## config.mk

```make
export PLATFORM = sky130hd
export DESIGN_NAME = uart_tx
export DESIGN_NICKNAME = d
export VERILOG_FILES = /design/src/rtl/uart_tx.sv
export SDC_FILE = /design/constraint.sdc
export NUM_CORES = 1
export LEC_CHECK = 0
export ABC_AREA = 1
export CORE_UTILIZATION = 53
export CTS_CLUSTER_DIAMETER = 120
export CTS_CLUSTER_SIZE = 30
export DETAILED_ROUTE_END_ITERATION = 8
export PLACE_DENSITY = 0.76
export SLEW_MARGIN = 20
export SYNTH_ARGS = -nofsm -noshare
export SYNTH_HDL_FRONTEND = slang
export SYNTH_SLANG_ARGS = --single-unit
```

## constraint.sdc

```tcl
create_clock -name clk -period 2.9 [get_ports clk]
set_clock_uncertainty 0.2 [all_clocks]
set_input_delay 0.29 -clock clk [delete_from_list [all_inputs] [get_ports clk]]
set_output_delay 0.29 -clock clk [all_outputs]
set_load 0.01 [all_outputs]
```

## src/rtl/uart_tx.sv

```systemverilog
// 8N1 UART transmitter with a small TX FIFO. Bit time is div_i cycles (min 2),
// latched per frame; back-to-back frames start straight out of the stop bit.
module uart_tx #(
   parameter int DEPTH = 4,
   parameter int DIVW  = 16
) (
   input  logic                   clk,
   input  logic                   reset,
   input  logic                   wr_i,
   input  logic [7:0]             data_i,
   input  logic [DIVW-1:0]        div_i,
   input  logic                   ovf_clr_i,
   output logic                   tx_o,
   output logic                   busy_o,
   output logic                   full_o,
   output logic [$clog2(DEPTH):0] level_o,
   output logic                   overflow_o
);
   localparam int AW = $clog2(DEPTH);

   typedef enum logic [1:0] {IDLE, START, DATA, STOP} state_t;

   state_t          state_reg, state_next;
   logic [DIVW-1:0] cnt_reg, cnt_next;
   logic [DIVW-1:0] div_reg, div_next;
   logic [2:0]      bit_reg, bit_next;
   logic [7:0]      shift_reg, shift_next;
   logic            tx_reg, tx_next;

   logic [7:0]      mem [DEPTH];
   logic [AW-1:0]   wr_ptr_reg, rd_ptr_reg;
   logic [AW:0]     level_reg;
   logic            ovf_reg;

   logic            pop, push, full, bit_end;
   logic [DIVW-1:0] div_eff;

   assign full    = (level_reg == (AW+1)'(DEPTH));
   assign push    = wr_i && !full && !reset;
   assign div_eff = (div_i < DIVW'(2)) ? DIVW'(2) : div_i;
   assign bit_end = (cnt_reg == div_reg - DIVW'(1));

   always_comb begin
      state_next = state_reg;
      cnt_next   = cnt_reg + DIVW'(1);
      div_next   = div_reg;
      bit_next   = bit_reg;
      shift_next = shift_reg;
      tx_next    = tx_reg;
      pop        = 1'b0;
      case (state_reg)
         IDLE: begin
            cnt_next = '0;
            tx_next  = 1'b1;
            if (level_reg != '0) begin
               pop        = 1'b1;
               state_next = START;
               tx_next    = 1'b0;
               div_next   = div_eff;
               shift_next = mem[rd_ptr_reg];
            end
         end
         START: begin
            if (bit_end) begin
               cnt_next   = '0;
               bit_next   = 3'd0;
               state_next = DATA;
               tx_next    = shift_reg[0];
            end
         end
         DATA: begin
            if (bit_end) begin
               cnt_next = '0;
               if (bit_reg == 3'd7) begin
                  state_next = STOP;
                  tx_next    = 1'b1;
               end else begin
                  bit_next = bit_reg + 3'd1;
                  tx_next  = shift_reg[bit_reg + 3'd1];
               end
            end
         end
         STOP: begin
            if (bit_end) begin
               cnt_next = '0;
               bit_next = 3'd0;
               // Chain straight into the next start bit when more data waits.
               if (level_reg != '0) begin
                  pop        = 1'b1;
                  state_next = START;
                  tx_next    = 1'b0;
                  div_next   = div_eff;
                  shift_next = mem[rd_ptr_reg];
               end else begin
                  state_next = IDLE;
                  tx_next    = 1'b1;
               end
            end
         end
         default: state_next = IDLE;
      endcase
   end

   always_ff @(posedge clk) begin
      if (reset) begin
         state_reg <= IDLE;
         cnt_reg   <= '0;
         div_reg   <= DIVW'(2);
         bit_reg   <= '0;
         shift_reg <= '0;
         tx_reg    <= 1'b1;
      end else begin
         state_reg <= state_next;
         cnt_reg   <= cnt_next;
         div_reg   <= div_next;
         bit_reg   <= bit_next;
         shift_reg <= shift_next;
         tx_reg    <= tx_next;
      end
   end

   always_ff @(posedge clk) begin
      if (push) mem[wr_ptr_reg] <= data_i;
   end

   always_ff @(posedge clk) begin
      if (reset) begin
         wr_ptr_reg <= '0;
         rd_ptr_reg <= '0;
         level_reg  <= '0;
         ovf_reg    <= 1'b0;
      end else begin
         if (push) wr_ptr_reg <= wr_ptr_reg + AW'(1);
         if (pop)  rd_ptr_reg <= rd_ptr_reg + AW'(1);
         if (push && !pop)      level_reg <= level_reg + (AW+1)'(1);
         else if (!push && pop) level_reg <= level_reg - (AW+1)'(1);
         // A dropped write wins over a clear arriving on the same edge.
         if (wr_i && full)   ovf_reg <= 1'b1;
         else if (ovf_clr_i) ovf_reg <= 1'b0;
      end
   end

   assign tx_o       = tx_reg;
   assign busy_o     = (state_reg != IDLE);
   assign full_o     = full;
   assign level_o    = level_reg;
   assign overflow_o = ovf_reg;
endmodule

```

==> results of run 1 <==
## synth_stat cells (all sizes together)
cell type | count | area [sq um]
nand3 | 50 | 255
nor2 | 74 | 308
xor2 | 17 | 149
nand4 | 6 | 37.5
buf | 6 | 53.8
o21ai | 20 | 100
inv | 59 | 221
a211oi | 2 | 15.0
o211ai | 1 | 7.51
nor4 | 4 | 25.0
edfxtp | 32 | 961
nor3 | 11 | 55.1
a32o | 8 | 80.1
o22ai | 3 | 18.8
a21oi | 49 | 245
fa | 1 | 20.0
or2 | 1 | 6.26
nand2 | 128 | 519
nor3b | 3 | 27.5
a31oi | 2 | 12.5
ha | 14 | 175
nand3b | 2 | 15.0
clkbuf | 11 | 41.3
dfxtp | 56 | 1120
xnor2 | 2 | 17.5
## area by class of cell
cell class                      count  area (sq um)  share of cell area
Clock inverter                      7          73.8              0.0140
Sequential cell                    88          2080               0.394
Timing Repair Buffer               52           475              0.0900
Inverter                           59           224              0.0424
Tap cell                          105           131              0.0249
Multi-Input combinational cell    398          2170               0.411
Clock buffer                        9           124              0.0234
## worst paths after layout
path | end | slack [ps] | cells after the start
min | overflow_o$_SDFFE_PP0P_ | 270 | 2
max reg2reg | level_o[1]$_SDFFE_PP0P_ | 120 | 15
min reg2reg | overflow_o$_SDFFE_PP0P_ | 270 | 2
max | level_o[1]$_SDFFE_PP0P_ | 120 | 15
## cell families after synthesis
kind of cell / synth area share
DFF: 0.464
adders and majority gates: 0.0435
and+or+nand+nor: 0.278
xor gates and xnor gates: 0.0371
AOI/OAI and AO/OA: 0.107
buffers and inverters: 0.0705
## stage by stage
| stage | std cells | area [sq um] | utilization | hold WS, ps | setup WS [ps] |
|---|---|---|---|---|---|
| 2_1_floorplan | 562 | 4490 | - | 189 | 42.6 |
| 3_3_place_gp | 699 | 4980 | 0.606 | 254 | 32.7 |
| 5_1_grt | 718 | 5290 | 0.643 | 297 | -43.7 |
| 3_5_place_dp | 699 | 4980 | 0.606 | 257 | -43.1 |
| 6_report | 718 | 5290 | 0.643 | 273 | 122 |
| 4_1_cts | 715 | 5190 | 0.631 | 274 | 2.87 |
## where the power goes
group	internal [mW]	switching, mW	total, mW
Clock	0.338	0.502	0.840
Sequential	1.51	0.233	1.74
Combinational	0.985	1.48	2.46
## per-layer routing
layer / track usage / part of all wire / vias up
met3: 0.0413 / 0.034 / 12
met5: 0 / 0 / -
met4: 0.0936 / 0.019 / 0
li1: - / - / 1959
met1: 0.295 / 0.45 / 1776
met2: 0.409 / 0.50 / 54
## critical path, cell delays in order (launching register included)
cell,delay [ps]
dfxtp_2,350
inv_2,50
ha_4,260
xor2_1,130
o21ai_1,100
nor3b_2,210
nand3_1,140
nor2_4,170
nand2_4,80
nand2_4,70
nand2_4,60
ha_4,180
inv_4,60
fa_2,420
o21ai_2,160
a21oi_1,60
## timing repair
action                     CTS  global route
pin swaps                    1            10
setup endpoints to repair    2             2
resized for setup            2            27
hold buffers                 0             0
setup buffers                0             3
==> summary.md, run 1 <==
| Metric | Value |
|---|---|
| Outcome | completed |
| Full die area | ~9000 sq um |
| P_leak | roughly 2.2 nW |
| Layout cells sized above 1 | 0.104 |
| Pwr Density | around 950 nW/um^2 |
| Initial antenna violation count | 0 |
| Global placer's final weighted congestion | between 0.8 and 0.9 |
| # setup viols final | 0 |
| Tightest Hold Check Type | reg2reg |
| Syn nets | ~610 |
| Max Clk Rate | about 0.36 GHz |
| Max VDD drop | a little under 600 uV |
| Tot Pwr | approximately 5.0 mW |
| Setup tns final | 0 ps |
| Required time of the critical path | 2950 ps |
| Hold Fails Final Rpt | 0 |
| Area grow syn2layout | 17.8% |
| Setup crit start kind | register |
| Overall die width | approximately 94 um |
| FF+latch count, synth | 88 |
| Tmin final | 2780 ps |
| Final wirelength | just under 10,000 um |
| Worst r2r src | div_reg[1]$_SDFFE_PP1P_ |
| Mapped Cells | 562 |
| Sequential area share after synthesis | 0.464 |
| CTS sink cnt | between 80 and 90 |
| Worst skew pair latency | 360 ps |
| Core area | 8220 sq um |
| CTS tree | done |
| # fillers | ~690 |
| Slew headroom | 0.446 |
| Fin crit share | 0.958 |
| Hold path startpoint | overflow_o$_SDFFE_PP0P_ |
| Maximum number of pins on one net before global-route repair | 34 |
| Slew at the pin closest to its max-slew limit | 831 ps |
| Worst EP arrival | between 2000 and 3000 ps |
| Initial core utilization | 0.546 |
| Number of flip-flops in the largest register | 32 |
| Yosys warning total | 0 |
| Commonest non-fill, non-tap cell in the layout | nand2_1 |
| Vias in the first global route | 3,632 |
| DRC viols | 0 |
| Post-DP HPWL | approximately 7000 um |
| Die Ht | ~94 um |
| Iteration-0 DRC Markers | about 160 |
| Final nets | ~650 |
| Clock-pin slew on the worst setup and hold paths | 100 ps |
| Router iterations before antenna repair | 4 |
| CP Class | reg2reg |
| PortBufs | 34 |
| Max cap viols | 0 |
| Final Slew Violations | 0 |
| CP Capture Type | register |
| Mapped cell area | 4490 sq um |
| Syn avg cell area | between 7 and 8 sq um |
| H-tree levels | 3 |
| Cts bufs inserted | 9 |
| Gr usage total | 0.238 |
| Overflow after GRT | 0 |
| Cell Rows | 33 |
| Deepest clock path buffer count | 2 |
| Post-route ant nets | 0 |
| Crit. Startpoint | div_reg[1]$_SDFFE_PP1P_ |
| First-pass GRT wire length | about 16,000 um |
| DR vias | roughly 3,800 |
| IO Count | 35 |
| Wire length per cell | between 10 and 15 um |
| Via density per instance | about 5.3 |
| Most frequent cells in the layout | nand2_1 (120), nor2_1 (66), inv_1 (56) |
| Clock root buffer master | clkbuf_8 |
| Yosys cell types | 35 |
| Crit Path Max Fanout | 3 |
| # diodes | 0 |
(Power assumes the default switching activity.)
==> inputs of run 2 (changes only) <==
--- a/config.mk
+++ b/config.mk
@@ -11,7 +11,7 @@
 export CTS_CLUSTER_SIZE = 30
 export DETAILED_ROUTE_END_ITERATION = 8
 export PLACE_DENSITY = 0.76
-export SLEW_MARGIN = 20
+export SLEW_MARGIN = 10
 export SYNTH_ARGS = -nofsm -noshare
 export SYNTH_HDL_FRONTEND = slang
 export SYNTH_SLANG_ARGS = --single-unit
==> results of run 2 <==
The final DEF is identical to that of run 1; final timing and power are the same.
